File: config.mk
export PLATFORM = sky130hd
export DESIGN_NAME = udp_pkt_reader
export DESIGN_NICKNAME = d
export VERILOG_FILES = /design/src/rtl/udp_pkt_reader.sv
export SDC_FILE = /design/constraint.sdc
export NUM_CORES = 1
export LEC_CHECK = 0
export CAP_MARGIN = 5
export CORE_MARGIN = 2
export CORE_UTILIZATION = 56
export DETAILED_ROUTE_END_ITERATION = 6
export GPL_TIMING_DRIVEN = 0
export PLACE_DENSITY_LB_ADDON = 0.1
export REMOVE_ABC_BUFFERS = 1
export SYNTH_ARGS = -nofsm -noshare
export SYNTH_HDL_FRONTEND = slang
export SYNTH_SLANG_ARGS = --single-unit
File: constraint.sdc
create_clock -name clk -period 3.2 [get_ports clk]
set_clock_uncertainty 0.05 [all_clocks]
set_input_delay 0.64 -clock clk [delete_from_list [all_inputs] [get_ports clk]]
set_output_delay 0.64 -clock clk [all_outputs]
set_load 0.02 [all_outputs]
File: src/rtl/udp_pkt_reader.sv
`default_nettype none
// udp_pkt_reader: after each main-sync falling edge, reads the completed buffer bank
// and streams it out through a fall-through prefetch FIFO with sop/eop/err markers.
module udp_pkt_reader #(
  parameter int PKT_WORDS  = 527,
  parameter int RD_LAT     = 2,
  parameter int START_DLY  = 4,
  parameter int FIFO_DEPTH = 4
) (
  input  logic        clk,
  input  logic        rst_n,
  input  logic        i_msync_n,
  input  logic        i_enable,
  output logic [9:0]  o_rd_addr,
  input  logic [31:0] i_rd_data,
  output logic [31:0] o_tx_data,
  output logic        o_tx_valid,
  input  logic        i_tx_ready,
  output logic        o_tx_sop,
  output logic        o_tx_eop,
  output logic        o_tx_err,
  output logic        o_busy,
  output logic [15:0] o_frame_cnt,
  output logic [15:0] o_overrun_cnt
);

  localparam int          PW        = (FIFO_DEPTH > 1) ? $clog2(FIFO_DEPTH) : 1;
  localparam int          CW        = $clog2(FIFO_DEPTH + RD_LAT + 2) + 1;
  localparam logic [7:0]  DLY_LOAD  = 8'(START_DLY - 1);
  localparam logic [10:0] PKT_LEN   = 11'(PKT_WORDS);
  localparam logic [9:0]  LAST_BEAT = 10'(PKT_WORDS - 1);
  localparam logic [PW-1:0] PTR_MAX = PW'(FIFO_DEPTH - 1);

  typedef enum logic [1:0] {S_IDLE, S_WAIT, S_SEND, S_ABORT} state_t;

  state_t              state, state_nxt;
  logic                prev_n;
  logic                sp;
  logic [7:0]          dly_cnt;
  logic [10:0]         addr;
  logic [9:0]          beat;
  logic [RD_LAT-1:0]   vsr;
  logic [RD_LAT:0]     vsr_in;
  logic [31:0]         mem [FIFO_DEPTH];
  logic [PW-1:0]       wr_ptr, rd_ptr;
  logic [CW-1:0]       occ, in_flight, pending;
  logic                arrive, fifo_valid, send_valid;
  logic [31:0]         head;
  logic                pop, xfer, issue, wr, rd, eop_xfer;
  logic                load_dly, start_send, flush, frame_inc, overrun_inc;
  logic                busy;
  logic [15:0]         frame_cnt, overrun_cnt;

  assign sp = prev_n & ~i_msync_n;

  always_comb begin
    in_flight = '0;
    for (int i = 0; i < RD_LAT; i++) in_flight = in_flight + CW'(vsr[i]);
  end

  // Fall-through: a word returning from the RAM is presentable in the cycle it arrives.
  assign arrive     = vsr[RD_LAT-1];
  assign fifo_valid = (occ != '0) || arrive;
  assign head       = (occ != '0) ? mem[rd_ptr] : i_rd_data;
  assign send_valid = (state == S_SEND) && fifo_valid;
  assign pop        = send_valid && i_tx_ready;
  assign xfer       = o_tx_valid && i_tx_ready;
  assign eop_xfer   = pop && (beat == LAST_BEAT);
  assign pending    = in_flight + occ - CW'(pop);
  assign issue      = (state == S_SEND) && (addr < PKT_LEN) && (pending < CW'(FIFO_DEPTH));
  assign wr         = arrive && !(pop && (occ == '0)) && !flush;
  assign rd         = pop && (occ != '0);
  assign vsr_in     = {vsr, issue};

  assign o_tx_valid    = send_valid || (state == S_ABORT);
  assign o_tx_data     = send_valid ? head : 32'd0;
  assign o_tx_sop      = send_valid && (beat == 10'd0);
  assign o_tx_eop      = (send_valid && (beat == LAST_BEAT)) || (state == S_ABORT);
  assign o_tx_err      = (state == S_ABORT);
  assign o_rd_addr     = addr[9:0];
  assign o_busy        = busy;
  assign o_frame_cnt   = frame_cnt;
  assign o_overrun_cnt = overrun_cnt;

  always_ff @(posedge clk or negedge rst_n) begin
    if (!rst_n) state <= S_IDLE;
    else        state <= state_nxt;
  end

  always_comb begin
    state_nxt   = state;
    load_dly    = 1'b0;
    start_send  = 1'b0;
    flush       = 1'b0;
    frame_inc   = 1'b0;
    overrun_inc = 1'b0;
    case (state)
      S_IDLE: begin
        if (sp && i_enable) begin
          state_nxt = S_WAIT;
          load_dly  = 1'b1;
        end
      end
      S_WAIT: begin
        if (sp) begin
          load_dly    = 1'b1;
          overrun_inc = 1'b1;
        end else if (dly_cnt == 8'd0) begin
          state_nxt  = S_SEND;
          start_send = 1'b1;
        end
      end
      S_SEND: begin
        if (eop_xfer) begin
          frame_inc = 1'b1;
          if (sp && i_enable) begin
            state_nxt = S_WAIT;
            load_dly  = 1'b1;
          end else begin
            state_nxt = S_IDLE;
          end
        end else if (sp) begin
          overrun_inc = 1'b1;
          flush       = 1'b1;
          // A beat accepted in this very cycle already reached the sink.
          if ((beat != 10'd0) || xfer) begin
            state_nxt = S_ABORT;
          end else begin
            state_nxt = S_WAIT;
            load_dly  = 1'b1;
          end
        end
      end
      S_ABORT: begin
        overrun_inc = sp;
        if (xfer) begin
          state_nxt = S_WAIT;
          load_dly  = 1'b1;
        end
      end
      default: state_nxt = S_IDLE;
    endcase
  end

  always_ff @(posedge clk or negedge rst_n) begin
    if (!rst_n) begin
      prev_n      <= 1'b1;
      dly_cnt     <= 8'd0;
      addr        <= 11'd0;
      beat        <= 10'd0;
      vsr         <= '0;
      wr_ptr      <= '0;
      rd_ptr      <= '0;
      occ         <= '0;
      busy        <= 1'b0;
      frame_cnt   <= 16'd0;
      overrun_cnt <= 16'd0;
    end else begin
      prev_n <= i_msync_n;
      busy   <= (state_nxt != S_IDLE);

      if (load_dly)                             dly_cnt <= DLY_LOAD;
      else if (state == S_WAIT && dly_cnt != 0) dly_cnt <= dly_cnt - 8'd1;

      if (start_send) addr <= 11'd0;
      else if (issue) addr <= addr + 11'd1;

      if (start_send) beat <= 10'd0;
      else if (pop)   beat <= beat + 10'd1;

      if (flush) begin
        vsr    <= '0;
        wr_ptr <= '0;
        rd_ptr <= '0;
        occ    <= '0;
      end else begin
        vsr <= vsr_in[RD_LAT-1:0];
        if (wr) wr_ptr <= (wr_ptr == PTR_MAX) ? '0 : wr_ptr + 1'b1;
        if (rd) rd_ptr <= (rd_ptr == PTR_MAX) ? '0 : rd_ptr + 1'b1;
        occ <= occ + CW'(wr) - CW'(rd);
      end

      if (frame_inc)   frame_cnt   <= frame_cnt + 16'd1;
      if (overrun_inc) overrun_cnt <= overrun_cnt + 16'd1;
    end
  end

  always_ff @(posedge clk) begin
    if (wr) mem[wr_ptr] <= i_rd_data;
  end

endmodule
`default_nettype wire

==> results of run 1 <==
==> logic make-up (layout without fill, tap and decap cells) <==
logic type,after synthesis,after routing,share of synthesized area
multiplexers,36,36,0.0837
buffers and inverters,56,203,0.0279
adder cells (fa/ha/maj),20,20,0.0283
AND/OR/NAND/NOR,235,238,0.133
AO/OA/AOI/OAI,82,82,0.0563
flip-flops,203,203,0.627
XOR/XNOR,45,45,0.0432
==> cells in the mapped netlist (all sizes together), types with 3 or more instances <==
cell	n	area [um2]
nor3	12	71.3
o31ai	3	27.5
a21oi	46	230
and4	4	35.0
and2	6	37.5
nand2	90	338
o21a	4	30.0
nand4	15	93.8
edfxtp	128	3840
buf	15	100
and3	9	56.3
nor4	5	37.5
nand3	23	115
dfrtp	74	1850
clkbuf	22	82.6
or3	5	31.3
nand3b	3	22.5
nor2	34	128
xor2	21	184
mux4	32	721
ha	19	238
xnor2	24	210
or4	5	41.3
or4b	5	50.1
nand2b	3	18.8
inv	19	71.3
o21ai	14	70.1
nor2b	8	50.1
==> state kept, by name (all words and copies together) (netlist names) <==
name           cells
addr              11
beat              10
dly_cnt            8
mem              128
o_busy             1
o_frame_cnt       16
o_overrun_cnt     16
occ                4
prev_n             1
rd_ptr             2
state              2
vsr                2
wr_ptr             2
==> routing by layer <==
metal  vias up  GRT usage  share of wire
li1       2764          -              -
met2       153      0.407           0.52
met5         -          0              0
met4         0     0.0429         0.0099
met3        18     0.0340          0.051
met1      3055      0.313           0.42
==> through the flow <==
step	power (mW)	setup slack (ns)	TNS (ns)
finish	7.90	0.0670	0
global placement	5.21	-3.05	-311.63
CTS	7.87	0.00386	0
global route	8.32	-0.0130	-0.0205
detailed placement	5.32	-0.819	-79.25
floorplan	4.61	-1.10	-21.37
==> power by group <==
part | switching (mW) | internal, mW | leakage (nW) | total [mW]
sequential | 0.317 | 3.01 | 2.15 | 3.33
combinational | 1.14 | 1.10 | 2.00 | 2.24
clock | 0.952 | 1.38 | 0.336 | 2.33
total | 2.41 | 5.49 | 4.48 | 7.90
==> path summary, 6_finish.rpt <==
check	cells after the start	end	from	slack, ns
max	5	o_tx_sop	beat[0]	0.07
min	1	o_frame_cnt[15]	o_frame_cnt[15]	0.42
max reg2reg	13	addr[8]	occ[2]	0.14
min reg2reg	1	o_frame_cnt[15]	o_frame_cnt[15]	0.42
max in group asynchronous	3	prev_n	rst_n	2.07
min in group asynchronous	2	addr[4]	rst_n	0.46
==> layout make-up <==
class                   count  area (um2)
flip-flops and latches    203        5730
fillers                  1105        4430
multi-input cells         421        3320
repair buffers            144        1390
clock buffers              31         637
well taps                 216         270
inverters                  19        71.3
clock inverters             9        40.0
==> timing repair <==
action,in CTS,in global routing
gates resized for setup,58,8
endpoints found under the hold margin,5,0
pin swaps,3,3
hold buffers,1,0
cloned,3,0
setup endpoints to repair,177,19
buffers inserted,15,8
==> results.toml, run 1 <==
[run_status]
outcome = "finished, final reports clean"

[cells_and_area]
fin_nets = 868
stdcell_count = 1043
design_area_um2 = 11500
fin_util = 0.721
final_common_cell = "edfxtp_1"
drive_above_1_share = 0.162
diodes = 0
layout_common_cells = "edfxtp_1, nand2_1, clkdlybuf4s50_1, dfrtp_1, a21oi_1"
syn_to_final_growth_pct = 25.7

[route]
wl_per_cell_um = 19.2
via_per_inst = 5.74
num_vias = 5990
drt_iter0_markers = 461
ant_nets = 0
wirelength_um = 20000
remaining_drc_errors = 0
first_pass_iters = 5

[clock_network]
root_buffer = "clkbuf_16"
clk_pin_slew_worst_paths_ns = 0.06
cts_made_buffers = 22
clk_path_buf_depth = 3
htree_levels = 1
clock_sinks = 203
cts_tree = "yes"
clk_latency_ns = 0.48

[placement]
place_inst = 976
gp_congestion = 0.781
placed_area_um2 = 10500
io_buffers = 115
post-dp-hpwl_um = 11800

[min_path]
min_path_type = "reg -> reg"

[sta]
hold_violations = 0
fmaxAchievable_ghz = 0.319
period_minus_slack_ns = 3.13
relSlewSlack = 0.232
setup_violations = 0
whs_ns = 0.425
worst_pin_slew_ns = 1.15
min_period_over_period = 0.979
drv_slew = 0

[critical_path]
crit_path_max_fanout = 7
start_kind = "flop"
worstPathCellList = "inv_1 -> ha_1 -> or4b_2 -> nor4_4 -> clkdlybuf4s15_2"
critPathBufInv = 2
path_delay_family = "simple AND/OR/NAND/NOR gates"
max_stage_delay_ns = 0.66
cp_data_arrival_time_ns = 2.44
crit_required_ns = 2.51
worst_setup_path_end_kind = "primary output"
crit_slowest_cell = "or4b_2"
crit_type = "reg -> out"

[grt]
antenna_found_initial = 0
grt_pass1_wl_um = 32000
grt_max_degree = 71
grtUsageTotal = 0.232
grt_pass1_vias = 6021
overflow = 0

[floorplanning]
initial_core_util = 0.574
die_h_um = 132
chipWidth_um = 132
core-area_um2 = 15900
dieArea_um2 = 17300
num_io_pins = 116
row_count = 46

[logic_synthesis]
synthArstFlopShare = 0.369
ys_seq_area_frac = 0.627
synth_area_um2 = 9120
ys.flop_type = "edfxtp_1"
synth_seq_cells = 203
synth_area_per_cell_um2 = 13.5
synthCells = 677
ys_types = 58
yosysWarnings = 0
synth_edf_count = 128

[job]
drv_cap = 0

[power_and_ir_drop]
p_leak_nw = 4.48
vdd_drop_max_uv = 481
power_density_nw_per_um2 = 689
(Power assumes the default switching activity.)
==> run 2, diff against run 1 <==
==> constraint.sdc (replaced) <==
create_clock -name clk -period 3.2 [get_ports clk]
set_clock_uncertainty 0.05 [all_clocks]
set_input_delay 0.48 -clock clk [delete_from_list [all_inputs] [get_ports clk]]
set_output_delay 0.48 -clock clk [all_outputs]
set_load 0.02 [all_outputs]
==> results.toml, run 2 (same netlist as run 1, synthesis figures left out) <==
[run_status]
outcome = "finished, final reports clean"

[critical_path]
ff2ff_path_depth = 13
worst_setup_path_end_kind = "primary output"
cp_data_arrival_time_ns = 2.63
ff2ff_setup_slack_ns = 0.12
crit_required_ns = 2.67
crit_type = "reg -> out"
reg2reg_from = "occ[2]"
crit_path_max_fanout = 7
r2r_end = "occ[1]"
start_kind = "flop"

[clock_network]
cts_tree = "yes"
clk_latency_ns = 0.48
root_buffer = "clkbuf_16"
htree_levels = 1
clock_sinks = 203
cts_made_buffers = 22
clk_pin_slew_worst_paths_ns = 0.06
clk_path_buf_depth = 3

[sta]
period_minus_slack_ns = 3.16
fmaxAchievable_ghz = 0.317
whs_ns = 0.303
min_period_over_period = 0.986
worst_pin_slew_ns = 1.15
setup_violations = 0
drv_slew = 0
hold_violations = 0
relSlewSlack = 0.229
setup_slack_ns = 0.0447

[route]
first_pass_iters = 5
drt_iter0_markers = 434
num_vias = 5931
remaining_drc_errors = 0
ant_nets = 0
wirelength_um = 19800
via_per_inst = 5.72
wl_per_cell_um = 19.1

[grt]
grt_max_degree = 71
overflow = 0
antenna_found_initial = 0
grt_pass1_wl_um = 31500
grt_pass1_vias = 5926
grtUsageTotal = 0.228

[cells_and_area]
top_register = "mem"
layout_common_cells = "edfxtp_1, clkdlybuf4s50_1, nand2_1, dfrtp_1, a21oi_1"
fin_nets = 861
largest_reg_flops = 128
diodes = 0
drive_above_1_share = 0.149
final_common_cell = "edfxtp_1"
design_area_um2 = 11500
syn_to_final_growth_pct = 25.7

[floorplanning]
core-area_um2 = 15900
num_io_pins = 116
die_h_um = 132
dieArea_um2 = 17300
row_count = 46
chipWidth_um = 132
initial_core_util = 0.574

[placement]
dp_slack_ns = -0.659
io_buffers = 115
placed_area_um2 = 10500
post-dp-hpwl_um = 11800
gp_congestion = 0.781

[power_and_ir_drop]
power_switching_mw = 2.36
cell_internal_pwr_mw = 5.45
comb_power_share = 0.272
p_leak_nw = 4.63
power_density_nw_per_um2 = 682
power_frac_clock = 0.299
vdd_drop_max_uv = 481
switching_share = 0.302
sequentialPowerShare = 0.429

[job]
drv_cap = 0

[min_path]
min_path_type = "in -> async"
## run 2: worst max-delay path by stage
stage | start | endpoint
final | beat[0] | o_tx_sop
after global routing | occ[2] | addr[8]
after CTS | occ[2] | o_tx_valid
after detailed placement | i_msync_n | occ[1]
after global placement | occ[2] | addr[8]
after floorplan | occ[2] | addr[8]
## run 2: per-layer routing
layer / track usage / wire length [um] / vias to the layer above
li1: - / - / 2754
met5: 0 / 0 / -
met4: 0.0380 / 158 / 0
met1: 0.309 / 8320 / 3031
met2: 0.405 / 10300 / 132
met3: 0.0305 / 1000 / 14
## run 2: repair_timing
item                       4_1_cts  5_1_grt
pin swaps                        2        2
hold endpoints to repair         5        0
hold buffers                     1        0
cloned                           2        0
resized for setup               17       26
setup endpoints to repair      177       44
buffers inserted                 5       12
## run 2: critical path, stage by stage, from the launching register on
cell and delay (ns):
dfrtp_1 0.46, inv_1 0.12, ha_1 0.15, or4b_2 0.64, nor4_1 0.38, dlygate4sd2_1 0.38
## run 2: metrics by stage
step	setup TNS (ns)	instances	utilization	power [mW]
2_1_floorplan	-16.25	640	-	4.61
3_3_place_gp	-279.04	971	0.652	5.21
3_5_place_dp	-49.72	976	0.658	5.32
4_1_cts	-0.00656	1024	0.710	7.82
5_1_grt	-0.0403	1036	0.721	8.24
6_report	0	1036	0.721	7.81
## run 2: final cells by class
| cell class | count | area, um2 |
|---|---|---|
| flip-flops and latches | 203 | 5730 |
| fillers | 1082 | 4430 |
| multi-input cells | 420 | 3270 |
| repair buffers | 138 | 1440 |
| clock buffers | 31 | 637 |
| well taps | 216 | 270 |
| inverters | 19 | 71.3 |
| clock inverters | 9 | 40.0 |
## run 2: power by group through the flow
stage                     logic, mW  clock network, mW  registers, mW
after floorplan                1.23                  0           3.38
after global placement         1.79                  0           3.42
after detailed placement       1.93                  0           3.40
after CTS                      2.08               2.38           3.35
after global routing           2.34               2.51           3.39
final                          2.13               2.33           3.35
==> run 3, diff against run 2 <==
SETUP_SLACK_MARGIN = 0.05   (was default)
==> results.toml, run 3 (same netlist as run 1, synthesis figures left out) <==
[cells_and_area]
drive_above_1_share = 0.147
multiInputGateArea_um2 = 3300
largest_reg_flops = 128
fillers = 1093
layout.area.seq_um2 = 5730
syn_to_final_growth_pct = 25.3
final_common_cell = "edfxtp_1"
stdcell_count = 1032
diodes = 0
fin_nets = 857
top_register = "mem"
layout_common_cells = "edfxtp_1, nand2_1, clkdlybuf4s50_1, dfrtp_1, a21oi_1"

[grt]
grt_pass1_wl_um = 31800
grt_pass1_vias = 5971
antenna_found_initial = 0
grt_max_degree = 71
overflow = 0
grtUsageTotal = 0.231

[floorplanning]
chipWidth_um = 132
dieArea_um2 = 17300
die_h_um = 132
core-area_um2 = 15900
row_count = 46
initial_core_util = 0.574
num_io_pins = 116

[route]
first_pass_iters = 5
wirelength_um = 19900
drt_iter0_markers = 453
via_per_inst = 5.70
remaining_drc_errors = 0
wl_per_cell_um = 19.3
num_vias = 5883
ant_nets = 0

[critical_path]
crit_path_start = "occ[2]"
cp_data_arrival_time_ns = 3.43
worst_setup_path_end_kind = "flop"
ff2ff_setup_slack_ns = 0.13
r2r_end = "addr[8]"
crit_type = "reg -> reg"
ff2ff_path_depth = 11
crit_path_max_fanout = 17
crit_required_ns = 3.55
start_kind = "flop"
reg2reg_from = "occ[2]"

[power_and_ir_drop]
p_leak_nw = 4.68
vdd_drop_max_uv = 482
power_density_nw_per_um2 = 682

[clock_network]
clock_sinks = 203
clk_pin_slew_worst_paths_ns = 0.06
cts_tree = "yes"
clk_path_buf_depth = 3
htree_levels = 1
clk_latency_ns = 0.49
root_buffer = "clkbuf_16"
cts_made_buffers = 22

[min_path]
min_path_type = "in -> async"

[job]
drv_cap = 0

[sta]
rsz0062_at_grt = "true"
period_minus_slack_ns = 3.07
worst_pin_slew_ns = 1.16
hold_violations = 0
min_period_over_period = 0.961
setup_violations = 0
tns_ns = 0
relSlewSlack = 0.225
drv_slew = 0
fmaxAchievable_ghz = 0.325

[placement]
place_inst = 976
post-dp-hpwl_um = 11800
io_buffers = 115
gp_congestion = 0.781

[run_status]
outcome = "finished, final reports clean"
run 3: final cells by class:
class | count | share of cell area
clock buffers | 31 | 0.0558
well taps | 216 | 0.0237
flip-flops and latches | 203 | 0.502
inverters | 19 | 0.00624
repair buffers | 132 | 0.120
multi-input cells | 422 | 0.289
clock inverters | 9 | 0.00351
run 3: through the flow:
step	setup slack, ns	cell area, um2	util	power (mW)	hold WS [ns]
after global routing	-0.0504	11400	0.719	8.21	0.297
final	0.125	11400	0.719	7.79	0.305
after detailed placement	-0.659	10500	0.658	5.32	0.255
after floorplan	-1.10	8940	-	4.61	0.134
after CTS	0.0502	11300	0.711	7.83	0.290
after global placement	-3.05	10400	0.652	5.21	0.408
run 3: metal layers:
layer	track usage	up-vias	share of wire
li1	-	2741	-
met1	0.310	2974	0.41
met2	0.406	153	0.52
met3	0.0336	15	0.065
met4	0.0435	0	0.0095
met5	0	-	0
run 3: worst max-delay path, cell delays in order, from the launching register on:
cell and delay, ns:
dfrtp_1 0.33, inv_1 0.06, ha_2 0.22, nor3b_4 0.17, buf_12 0.16, or3_1 0.37, ha_1 0.30, a21oi_1 0.20
and3b_2 0.25, o211ai_4 0.17, or4_1 0.54, a21oi_1 0.16
run 3: worst max path at each step:
stage	to	cells after the start
3_3_place_gp	addr[8]	11
6_report	addr[8]	11
4_1_cts	addr[8]	11
2_1_floorplan	addr[8]	11
3_5_place_dp	occ[1]	11
5_1_grt	addr[8]	11
run 3: power breakdown:
part           internal [mW]  switching, mW  leakage (nW)  total, mW
sequential              3.01          0.345          2.15       3.36
clock                   1.38          0.953         0.336       2.34
combinational           1.03           1.07          2.19       2.10
total                   5.42           2.37          4.68       7.79
run 3: repair_timing:
action,4_1_cts,5_1_grt
hold buffers,1,0
pin swaps,2,3
cloned,3,1
endpoints found under the setup margin,177,166
gates resized for setup,34,26
endpoints found under the hold margin,5,0
setup buffers,6,5
